[config.mk]
export PLATFORM = sky130hd
export DESIGN_NAME = cache_fill_fsm_flat
export DESIGN_NICKNAME = d
export VERILOG_FILES = /design/src/rtl/cache_pkg.sv /design/src/rtl/cache_fill_fsm_if.sv /design/src/rtl/cache_fill_fsm_fill_counter.sv /design/src/rtl/cache_fill_fsm.sv /design/src/flat_wrapper.sv
export SDC_FILE = /design/constraint.sdc
export NUM_CORES = 1
export LEC_CHECK = 0
export BUFFER_PORTS_ARGS = -buffer_cell sky130_fd_sc_hd__buf_2
export CORE_ASPECT_RATIO = 2
export CORE_UTILIZATION = 25
export DETAILED_ROUTE_END_ITERATION = 16
export PLACE_DENSITY = 0.62
export SLEW_MARGIN = 20
export SYNTH_ARGS = -nofsm -noshare
export SYNTH_HDL_FRONTEND = slang
export SYNTH_HIERARCHICAL = 1
export SYNTH_SLANG_ARGS = --single-unit
[constraint.sdc]
create_clock -name clk -period 2.75 [get_ports clk]
set_clock_uncertainty 0.2 [all_clocks]
set_input_delay 0.275 -clock clk [delete_from_list [all_inputs] [get_ports clk]]
set_output_delay 0.275 -clock clk [all_outputs]
set_load 0.01 [all_outputs]
[src/rtl/cache_pkg.sv]
// cache_pkg: shared cache geometry constants and fill-controller state type.
//   ADDR_W      byte-address width
//   WORDS       16-bit words per block (power of two)
//   BLOCK_BYTES block size in bytes
//   OFFSET_W    byte-offset width within a block
package cache_pkg;
    localparam int ADDR_W = 16;
    localparam int WORDS = 8;
    localparam int BLOCK_BYTES = 2 * WORDS;
    localparam int OFFSET_W = $clog2(BLOCK_BYTES);
    typedef enum logic {IDLE, FILL} fill_state_t;
endpackage

[src/rtl/cache_fill_fsm_if.sv]
// cache_fill_fsm_if: miss, memory-arbiter and cache-array signals of a fill controller.
//   master: the fill controller (consumes miss/memory inputs, drives requests and array writes)
//   slave:  the surrounding cache, arbiter and memory
interface cache_fill_fsm_if #(
    parameter int ADDR_W = cache_pkg::ADDR_W,
    parameter int WORDS = cache_pkg::WORDS
);
    logic miss_detected;
    logic [ADDR_W-1:0] miss_address;
    logic mem_grant;
    logic memory_data_valid;
    logic [15:0] memory_data;
    logic fsm_busy;
    logic memory_read;
    logic [ADDR_W-1:0] memory_address;
    logic write_data_array;
    logic [$clog2(WORDS)-1:0] fill_word;
    logic [15:0] fill_data;
    logic write_tag_array;
    logic [ADDR_W-1:0] fill_base;

    modport master (
        input miss_detected, miss_address, mem_grant, memory_data_valid, memory_data,
        output fsm_busy, memory_read, memory_address, write_data_array, fill_word,
        output fill_data, write_tag_array, fill_base
    );
    modport slave (
        output miss_detected, miss_address, mem_grant, memory_data_valid, memory_data,
        input fsm_busy, memory_read, memory_address, write_data_array, fill_word,
        input fill_data, write_tag_array, fill_base
    );
endinterface

[src/rtl/cache_fill_fsm_fill_counter.sv]
// fill_counter: saturating 0..MAX counter with synchronous clear and increment enable.
//   clk, rst  clock and synchronous active-high reset
//   clr       synchronous clear to 0
//   inc       increment (ignored once MAX is reached)
//   cnt       current count
module fill_counter #(
    parameter int MAX = 8,
    parameter int W = $clog2(MAX + 1)
) (
    input  logic         clk,
    input  logic         rst,
    input  logic         clr,
    input  logic         inc,
    output logic [W-1:0] cnt
);
    always_ff @(posedge clk) begin
        if (rst || clr) cnt <= '0;
        else if (inc && cnt < W'(MAX)) cnt <= cnt + 1'b1;
    end
endmodule

[src/rtl/cache_fill_fsm.sv]
// cache_fill_fsm: cache miss handler fetching one block as WORDS 16-bit words.
//   clk, rst  clock and synchronous active-high reset
//   bus       master side of cache_fill_fsm_if: miss input, memory request/response,
//             data/tag array writes, busy stall and current fill base
module cache_fill_fsm #(
    parameter int ADDR_W = cache_pkg::ADDR_W,
    parameter int WORDS = cache_pkg::WORDS
) (
    input logic clk,
    input logic rst,
    cache_fill_fsm_if.master bus
);
    import cache_pkg::*;

    localparam int CW = $clog2(WORDS) + 1;
    localparam int WW = $clog2(WORDS);
    localparam logic [ADDR_W-1:0] OFFSET_MASK = ADDR_W'(2 * WORDS - 1);

    fill_state_t state;
    logic [ADDR_W-1:0] base;
    logic [CW-1:0] reqCnt, rspCnt;
    logic inFill, startFill, reqFire, rspFire, lastRsp;

    always_comb begin
        inFill = state == FILL;
        startFill = !inFill && bus.miss_detected;
        bus.memory_read = inFill && reqCnt < CW'(WORDS);
        reqFire = bus.memory_read && bus.mem_grant;
        // only responses matching an outstanding request are taken; the rest are dropped
        rspFire = inFill && bus.memory_data_valid && rspCnt < reqCnt;
        lastRsp = rspFire && rspCnt == CW'(WORDS - 1);
        // stall starts combinationally in the miss cycle itself
        bus.fsm_busy = inFill || bus.miss_detected;
        bus.memory_address = base + (ADDR_W'(reqCnt) << 1);
        bus.write_data_array = rspFire;
        bus.fill_word = rspCnt[WW-1:0];
        bus.fill_data = bus.memory_data;
        bus.write_tag_array = lastRsp;
        bus.fill_base = base;
    end

    always_ff @(posedge clk) begin
        if (rst) begin
            state <= IDLE;
            base <= '0;
        end else if (startFill) begin
            state <= FILL;
            base <= bus.miss_address & ~OFFSET_MASK;
        end else if (lastRsp) begin
            state <= IDLE;
        end
    end

    fill_counter #(.MAX(WORDS), .W(CW)) reqCounter (
        .clk(clk), .rst(rst), .clr(startFill), .inc(reqFire), .cnt(reqCnt)
    );

    fill_counter #(.MAX(WORDS), .W(CW)) rspCounter (
        .clk(clk), .rst(rst), .clr(startFill), .inc(rspFire), .cnt(rspCnt)
    );
endmodule

[src/flat_wrapper.sv]
// flat-port wrapper written by rule: the top's interface ports become plain ports
module cache_fill_fsm_flat import cache_pkg::*;
#(
    parameter int ADDR_W = cache_pkg::ADDR_W,
    parameter int WORDS = cache_pkg::WORDS
)
  (clk, rst, bus_miss_detected, bus_miss_address, bus_mem_grant, bus_memory_data_valid, bus_memory_data, bus_fsm_busy, bus_memory_read, bus_memory_address, bus_write_data_array, bus_fill_word, bus_fill_data, bus_write_tag_array, bus_fill_base);
  cache_fill_fsm_if #(.ADDR_W(ADDR_W), .WORDS(WORDS)) bus_i ();
  input logic clk;
  input logic rst;
  input wire logic [$bits(bus_i.miss_detected)-1:0] bus_miss_detected;
  input wire logic [$bits(bus_i.miss_address)-1:0] bus_miss_address;
  input wire logic [$bits(bus_i.mem_grant)-1:0] bus_mem_grant;
  input wire logic [$bits(bus_i.memory_data_valid)-1:0] bus_memory_data_valid;
  input wire logic [$bits(bus_i.memory_data)-1:0] bus_memory_data;
  output wire logic [$bits(bus_i.fsm_busy)-1:0] bus_fsm_busy;
  output wire logic [$bits(bus_i.memory_read)-1:0] bus_memory_read;
  output wire logic [$bits(bus_i.memory_address)-1:0] bus_memory_address;
  output wire logic [$bits(bus_i.write_data_array)-1:0] bus_write_data_array;
  output wire logic [$bits(bus_i.fill_word)-1:0] bus_fill_word;
  output wire logic [$bits(bus_i.fill_data)-1:0] bus_fill_data;
  output wire logic [$bits(bus_i.write_tag_array)-1:0] bus_write_tag_array;
  output wire logic [$bits(bus_i.fill_base)-1:0] bus_fill_base;
  assign bus_i.miss_detected = bus_miss_detected;
  assign bus_i.miss_address = bus_miss_address;
  assign bus_i.mem_grant = bus_mem_grant;
  assign bus_i.memory_data_valid = bus_memory_data_valid;
  assign bus_i.memory_data = bus_memory_data;
  assign bus_fsm_busy = bus_i.fsm_busy;
  assign bus_memory_read = bus_i.memory_read;
  assign bus_memory_address = bus_i.memory_address;
  assign bus_write_data_array = bus_i.write_data_array;
  assign bus_fill_word = bus_i.fill_word;
  assign bus_fill_data = bus_i.fill_data;
  assign bus_write_tag_array = bus_i.write_tag_array;
  assign bus_fill_base = bus_i.fill_base;
  cache_fill_fsm #(.ADDR_W(ADDR_W), .WORDS(WORDS)) u_core (.clk(clk), .rst(rst), .bus(bus_i));
endmodule
# Word level (Yosys, flattened, before mapping)
# Index checks and enable logic that the tools add are counted.
# totals
in_bits	37
out_inout_bits	55
reg_bits	21
wordCells	25
# classes
mux	2
n_eq_ne	1
order_cmp	3
reduce_logical	12
addsub	3
# op_table
cell	count
adder 16 x 5 -> 16 bit	1
adder 4 x 1 -> 4 bit, second input constant	2
logical AND 1 bit	8
less-than comparator 4 bit, second input constant	2
== test 4 x 3 -> 1 bit, second input constant	1
less-than comparator 4 bit	1
logical OR 1 bit	2
2-to-1 mux 1 bit	2
nonzero test 2 bit	1
zero test 1 bit	1

# Depth between registers and ports, before layout
# Gate-level depths: netlist of the first run.
# logic_depth
ltp_word	5
ltp_mapped	8
ltp_nobuf	8

# Hierarchy
# The synthesis of the first run kept the hierarchy.
# modules_own_cells
mod	area_each_um2	instances	cells_per_inst	seq_area_each_um2
cache_fill_fsm	939.7	1	120	260.2
fill_counter	175.2	2	15	80.1

# Least setup slack after synthesis of the first run
# Ideal clock, no wire load.
# synth_path
path_type	flip-flop to flip-flop
from	register u_core.reqCounter.cnt[1]
to	register u_core.rspCounter.cnt[1]
path_stages_with_launch	9
t_arrival_ns	1.704
required_ns	2.429
setup_slack_ns	0.725
path_buffers	0
setup_ns	0.121
synth_period_minus_slack_ns	2.025
cell_sequence	dfxtp_1 inv_1 ha_1 o211ai_1 nor2_1 nor2_1 nor2b_4 mux2i_1 nor3_1
# synth_via
elab_chain_len	3
# synth_rtl
element	line	text
start: declaration	cache_fill_fsm_fill_counter.sv:14	output logic [W-1:0] cnt
start signal: assignment	cache_fill_fsm_fill_counter.sv:18	else if (inc && cnt < W'(MAX)) cnt <= cnt + 1'b1;
less-than comparator 4 bit	cache_fill_fsm.sv:30	rspFire = inFill && bus.memory_data_valid && rspCnt < reqCnt;
logical AND 1 bit	cache_fill_fsm.sv:30	
via bus_write_data_array	flat_wrapper.sv:19	output wire logic [$bits(bus_i.write_data_array)-1:0] bus_write_data_array;
logical AND 1 bit	cache_fill_fsm_fill_counter.sv:18	
end signal: assignment	cache_fill_fsm_fill_counter.sv:18	
end: declaration	cache_fill_fsm_fill_counter.sv:14	
# The timed path passes the listed nets, and every way through them passes these cells.
# A chain may end at the register's enable or synchronous reset.

# Final worst setup path of the first run
# layout_path
from	register u_core.reqCounter.cnt[3]
to	output port bus_memory_address[12]
# layout_via
elab_chain_len	1
# layout_rtl
element	line	text
adder 16 x 5 -> 16 bit	cache_fill_fsm.sv:34	bus.memory_address = base + (ADDR_W'(reqCnt) << 1);
end: declaration	flat_wrapper.sv:18	output wire logic [$bits(bus_i.memory_address)-1:0] bus_memory_address;
# Every way passes these cells.

==> flow_metrics.py, run 1 <==
metrics = {
    "power_and_ir_drop": {
        "p_leak_nw": 0.692,
        "ir_worst_vdd_uv": 183,
        "power_w": 0.000630,
        "power_density_nw_per_um2": 420,
    },
    "timing": {
        "drv_slew": 0,
        "tns_ps": 0,
        "final-setup-viol-count": 0,
        "period_share_pct": 85.6,
        "fmax_mhz": 425,
        "max_slew_margin_pct": 55.2,
        "fin_crit_ps": 2350,
        "worst_pin_slew_ps": 671,
        "grt_setup_unrepaired": "false",
        "final_hold_viol_count": 0,
    },
    "layout": {
        "diodes": 0,
        "area_growth_pct": 16.2,
        "final_nets": 229,
        "final_core_util_pct": 30.5,
        "drive_above_1_share_pct": 34.2,
    },
    "yosys": {
        "synth.yosys.seq_area_share_pct": 32.6,
        "synth_compound_area_share_pct": 7.27,
        "synthAdderAreaFrac_pct": 6.79,
        "synth_ff_type": "dfxtp_1",
        "synth.top_cells.by_count": "nand2_1 (27), buf_4 (22), dfxtp_1 (21)",
        "synth_edf_count": 0,
        "synth_area_leaders": "dfxtp_1 (33%), buf_4 (13%), nand2_1 (7.9%)",
        "yosysWarnings": 6,
        "synth_top_area_share_pct": 32.6,
        "synthXorXnorAreaFrac_pct": 9.51,
        "synth-simple-area-share_pct": 27.4,
        "synth_cell_types": 31,
        "syn_avg_cell_area_um2": 8.60,
        "ys_ff_latch": 21,
        "async_reset_ff_share_pct": 0,
        "synth.most_common_cell": "nand2_1",
        "syn_area_um2": 1290,
        "synthMuxAreaShare_pct": 1.55,
        "post-synth-top-area-cell": "dfxtp_1",
        "postSynthCellCount": 150,
        "synth_top_family_by_area": "simple AND/OR/NAND/NOR gates",
    },
    "floorplan": {
        "start_util_pct": 26.3,
        "die-area_um2": 5470,
        "rows": 36,
        "die_y_um": 104,
        "die_w_um": 52.8,
        "io_pins": 92,
        "coreArea_um2": 4910,
    },
    "critical_path": {
        "startpoint_type": "flip-flop",
        "crit_family": "adder cells",
        "cp_num_cells": 6,
        "setup.worst_path.class": "flip-flop to primary output",
        "rrSetupSlack_ps": 640,
        "cpMostUsedCell": "ha_1",
        "reg2reg_from": "u_core/reqCounter/cnt[3]",
        "cp_num_buf_inv": 1,
        "r2r-end": "u_core/rspCounter/cnt[1]",
        "slowest_delay_ps": 470,
        "reg2reg_depth": 8,
        "cp_max_fo": 6,
        "cp-end-kind": "primary output",
        "slowest_stage": "dfxtp_1",
        "crit_chain": "ha_1 -> ha_1 -> and4_4 -> nand4_2 -> xnor2_1 -> buf_2",
        "crit_required_ps": 2280,
        "worst_ep_arrival_time_ps": 1880,
    },
    "run": {
        "drv_cap": 0,
    },
    "clock_network": {
        "clkSinkCount": 21,
        "cts_tree": "done",
        "htree_levels": 1,
        "hold_buffers": 0,
        "cts-root-buf": "clkbuf_8",
        "max-clock-path-buffers": 2,
        "insertion_delay_ps": 260,
        "path_clk_slew_ps": 80,
        "numCtsBuffers": 3,
        "cts-resized-gates": 0,
        "cts_setup_buffers": 0,
    },
    "global_route": {
        "grt_pass1_vias": 1011,
        "grt_pass1_wl_um": 4420,
        "track_usage_pct": 10.6,
        "overflow": 0,
        "grt_max_degree": 22,
        "antenna_found_initial": 0,
    },
    "min_path": {
        "min_path_type": "input pin to flip-flop",
        "hp-start": "bus_miss_address[15]",
        "min_to": "u_core/bus.fill_base[15]",
        "worstHoldPathCells": 3,
    },
    "route": {
        "drc_errors": 0,
        "dr_total_vias": 1082,
        "first_pass_iters": 3,
        "antenna_left": 0,
        "drt-wirelength-per-cell_um": 11.8,
        "wl_um": 2840,
        "post_drt_via_cell_ratio": 4.49,
        "drt_iter0_markers": 22,
    },
    "place": {
        "gp_congestion": 0.668,
        "dp_hpwl_um": 2210,
        "place.port_buffers": 50,
    },
    "status": {
        "status": "completed",
    },
}
-- tightest hold or removal path, delay by kind of cell --
| kind | cells | cell delay (ps) |
|---|---|---|
| simple gates | 1 | 40 |
| buf+inv | 1 | 90 |
| compound gates | 1 | 50 |
-- metal layers --
metal / routed length (um) / GRT usage (%) / up-vias
met1: 992 / 9.49 / 487
met4: 31 / 4.32 / 0
met2: 1590 / 21.1 / 41
met5: 0 / 0 / -
met3: 225 / 1.47 / 4
li1: - / - / 550
-- cell type report --
cell class / instances / area [um2]
inverters: 4 / 15.0
multi-input cells: 105 / 696
flip-flops and latches: 21 / 420
fillers: 567 / 3410
repair buffers: 50 / 250
well taps: 57 / 71.3
clock buffers: 3 / 41.3
clock inverters: 1 / 5.00
-- registers in the layout, summed over array words and instances, names as in the netlist --
register	count
u_core/inFill	1
u_core/reqCounter/cnt	4
u_core/rspCounter/cnt	4
u_core/bus.fill_base	12
-- worst max-delay path by stage --
stage	from	slack (ps)	to
5_1_grt	u_core/reqCounter/cnt[3]	250	bus_memory_address[12]
3_5_place_dp	u_core/reqCounter/cnt[3]	640	u_core/rspCounter/cnt[1]
3_3_place_gp	u_core/reqCounter/cnt[3]	630	u_core/rspCounter/cnt[1]
2_1_floorplan	u_core/reqCounter/cnt[1]	730	u_core/rspCounter/cnt[1]
4_1_cts	u_core/reqCounter/cnt[3]	360	bus_memory_address[12]
6_report	u_core/reqCounter/cnt[3]	400	bus_memory_address[12]
-- stage by stage --
step	hold slack [ps]	setup slack, ps	cell area [um2]	cells
2_1_floorplan	144	725	1310	154
3_3_place_gp	271	633	1450	237
3_5_place_dp	275	639	1450	237
4_1_cts	39.9	356	1500	241
5_1_grt	49.4	250	1500	241
6_report	49.0	396	1500	241
-- power breakdown --
part	internal (W)	total, W	switching [W]
Combinational	0.0000427	0.0000961	0.0000534
Clock	0.000101	0.000202	0.000101
Sequential	0.000316	0.000332	0.0000162
Total	0.000459	0.000630	0.000171
-- kinds of logic (layout without fill, tap and decap cells) --
group,count (synthesis),count (layout)
XOR/XNOR,14,14
multiplexers,2,2
AND/OR/NAND/NOR,61,61
buffers and inverters,28,58
AO/OA/AOI/OAI,16,16
other,1,5
flip-flops,21,21
adder cells (fa/ha/maj),7,7
-- layout by cell type (no fill, tap or decap) --
cell type,synthesis,routed
nor3_2,2,2
conb_1,1,5
nand2b_4,1,1
and4_4,2,2
and2_1,2,2
clkinv_2,0,1
a41oi_1,2,2
inv_1,4,4
nor2b_4,2,2
dfxtp_1,21,21
o211ai_1,1,1
nor2_1,2,2
ha_1,7,7
mux2i_1,2,2
or2_2,1,1
nor2b_1,2,2
nand3b_1,2,2
buf_2,1,50
xnor2_1,11,11
o31a_1,1,1
nor3b_1,1,1
and4_1,1,1
a21oi_1,12,12
nand2_1,27,27
nand4_1,2,2
xor2_1,3,3
nor3_1,7,7
clkbuf_8,0,3
nand4b_1,2,2
nand4_2,1,1
nand3_1,4,4
No activity file was read; power rests on OpenSTA's default activity.
==> inputs of run 2 (changes only) <==
- PLACE_DENSITY: 0.62 -> 0.61
- SYNTH_HIERARCHICAL: 1 -> default
==> run 2 against run 1 <==
Against the previous run: final cell count rose by 4.6%; fmax fell by 0.48%; final area fell by 0.83%; total power rose by 0.12%; core utilization fell by 1.3 points; critical endpoint is now bus_write_tag_array; largest cell class unchanged; largest power group unchanged; highest routed layer unchanged.
==> flow_metrics.py, run 2 <==
metrics = {
    "global_route": {
        "antenna_found_initial": 0,
        "grt_pass1_vias": 1095,
        "overflow": 0,
        "grt_pass1_wl_um": 4780,
        "track_usage_pct": 11.6,
        "grt_max_degree": 17,
    },
    "floorplan": {
        "die-area_um2": 5590,
        "io_pins": 92,
        "die_w_um": 53.4,
        "die_y_um": 105,
        "coreArea_um2": 5090,
        "rows": 37,
        "start_util_pct": 25.9,
    },
    "clock_network": {
        "hold_buffers": 0,
        "insertion_delay_ps": 260,
        "htree_levels": 1,
        "numCtsBuffers": 3,
        "clkSinkCount": 21,
        "cts-root-buf": "clkbuf_8",
        "cts_setup_buffers": 0,
        "path_clk_slew_ps": 80,
        "cts_tree": "done",
        "max-clock-path-buffers": 2,
        "cts-resized-gates": 0,
    },
    "yosys": {
        "synth_top_area_share_pct": 31.9,
        "synth_ff_type": "dfxtp_1",
        "ys_ff_latch": 21,
        "synth_edf_count": 0,
        "async_reset_ff_share_pct": 0,
        "syn_avg_cell_area_um2": 7.94,
        "post-synth-top-area-cell": "dfxtp_1",
        "synth.most_common_cell": "nand2_1",
        "synth.yosys.seq_area_share_pct": 31.9,
        "synth.top_cells.by_count": "nand2_1 (34), buf_4 (27), dfxtp_1 (21)",
        "postSynthCellCount": 166,
        "syn_area_um2": 1320,
        "synth_area_leaders": "dfxtp_1 (32%), buf_4 (15%), nand2_1 (9.7%)",
        "synth_cell_types": 30,
        "yosysWarnings": 0,
    },
    "layout": {
        "area_growth_pct": 12.7,
        "final_nets": 239,
        "fillCellCount": 577,
        "drive_above_1_share_pct": 30.4,
        "largest_reg_flops": 12,
        "diodes": 0,
        "final_cell_mix": "buf_2 (50), nand2_1 (34), dfxtp_1 (21)",
        "final_common_cell": "buf_2",
        "multi_input_area_um2": 678,
        "seq_area_um2": 420,
        "final_cells": 252,
        "fin_area_um2": 1490,
    },
    "critical_path": {
        "crit_required_ps": 2280,
        "reg2reg_from": "u_core.reqCounter.cnt[1]",
        "crit_chain": "inv_1 -> ha_1 -> o211ai_1 -> nor2_1 -> nor3b_2 -> and2_1 -> buf_2",
        "slowest_delay_ps": 400,
        "crit_family": "simple AND/OR/NAND/NOR gates",
        "cp-end-kind": "primary output",
        "startpoint": "u_core.reqCounter.cnt[1]",
        "cp_max_fo": 6,
        "worst_ep_arrival_time_ps": 1890,
        "setup.worst_path.class": "flip-flop to primary output",
        "cp_num_buf_inv": 2,
        "slowest_stage": "dfxtp_1",
        "startpoint_type": "flip-flop",
    },
    "place": {
        "placed_cells": 248,
        "gp_congestion": 0.727,
        "pre_cts_slack_ps": 646,
        "dp_hpwl_um": 2430,
        "place.port_buffers": 50,
        "placed_area_um2": 1440,
    },
    "power_and_ir_drop": {
        "pwr-share-clk_pct": 32.3,
        "p_leak_nw": 0.714,
        "power.internal_w": 0.000457,
        "ir_worst_vdd_uv": 187,
        "power_w": 0.000631,
        "power_frac_comb_pct": 15.3,
        "switchingPower_w": 0.000174,
        "switching_share_pct": 27.5,
        "seqPwrFrac_pct": 52.4,
        "power_density_nw_per_um2": 424,
    },
    "route": {
        "drt_iter0_markers": 8,
        "drt-wirelength-per-cell_um": 12.0,
        "antenna_left": 0,
        "wl_um": 3020,
        "dr_total_vias": 1106,
        "drc_errors": 0,
        "post_drt_via_cell_ratio": 4.39,
        "first_pass_iters": 4,
    },
    "timing": {
        "max_slew_margin_pct": 60.6,
        "grt_setup_unrepaired": "false",
        "final-setup-viol-count": 0,
        "final_hold_viol_count": 0,
        "drv_slew": 0,
        "period_share_pct": 86.0,
        "worst_pin_slew_ps": 591,
        "fin_crit_ps": 2370,
        "finalWorstSetupSlack_ps": 385,
        "tns_ps": 0,
        "fmax_mhz": 423,
    },
    "min_path": {
        "min_path_type": "input pin to flip-flop",
        "hp-start": "bus_miss_address[10]",
    },
    "run": {
        "drv_cap": 0,
    },
    "status": {
        "status": "completed",
    },
}
==> run 2: cell types whose count changed after synthesis, sizes merged, moves of 3 or more <==
cell | previous run | this run
nor2 | 2 | 10
nor3 | 9 | 2
nand3 | 4 | 8
nand2 | 27 | 34
nor2b | 4 | 0
buf | 23 | 29
xnor2 | 11 | 7
and4 | 3 | 0
==> run 2: area by class of cell <==
| class | count | share of cell area [%] |
|---|---|---|
| multi-input combinational | 114 | 45.6 |
| timing repair buffer | 50 | 16.8 |
| tap | 58 | 4.88 |
| inverter | 5 | 1.26 |
| clock inverter | 1 | 0.337 |
| sequential | 21 | 28.3 |
| clock buffer | 3 | 2.78 |
==> run 2: worst min-delay path, stage by stage <==
cell,delay (ps)
buf_2,90
nand2_1,40
a21oi_1,50
==> run 2: final timing paths <==
| check | endpoint | slack [ps] | depth (start not counted) |
|---|---|---|---|
| min | u_core.bus.fill_base[10] | 50 | 3 |
| max reg2reg | u_core.rspCounter.cnt[2] | 920 | 6 |
| min reg2reg | u_core.bus.fill_base[4] | 290 | 2 |
| max | bus_write_tag_array | 380 | 7 |
==> run 2: logic make-up after synthesis <==
kind of cell | count (synthesis) | synth area share [%]
muxes | 2 | 1.52
xor gates and xnor gates | 12 | 7.97
and+or+nand+nor | 69 | 25.9
DFF | 21 | 31.9
AOI/OAI and AO/OA | 19 | 7.97
buffers and inverters | 35 | 17.8
other | 1 | 0.284
adders and majority gates | 7 | 6.64
==> run 2: power groups by stage <==
| stage | Clock, W | Combinational [W] | Sequential (W) |
|---|---|---|---|
| after floorplan | 0 | 0.0000815 | 0.000340 |
| after global placement | 0 | 0.0000967 | 0.000338 |
| after detailed placement | 0 | 0.0000981 | 0.000339 |
| after CTS | 0.000215 | 0.0000984 | 0.000331 |
| after global routing | 0.000226 | 0.000110 | 0.000333 |
| final | 0.000204 | 0.0000963 | 0.000331 |
==> run 2: per-stage QoR <==
stage | hold WS [ps] | utilization, %
2_1_floorplan | 144 | -
3_3_place_gp | 269 | 28.3
3_5_place_dp | 278 | 28.3
4_1_cts | 39.0 | 29.2
5_1_grt | 41.9 | 29.2
6_report | 47.5 | 29.2
==> run 2: routing by layer <==
layer | share of wire (%) | GRT usage, % | vias up
li1 | - | - | 565
met1 | 35 | 10.1 | 491
met2 | 57 | 22.9 | 44
met3 | 6.1 | 1.60 | 6
met4 | 1.4 | 5.64 | 0
met5 | 0 | 0 | -
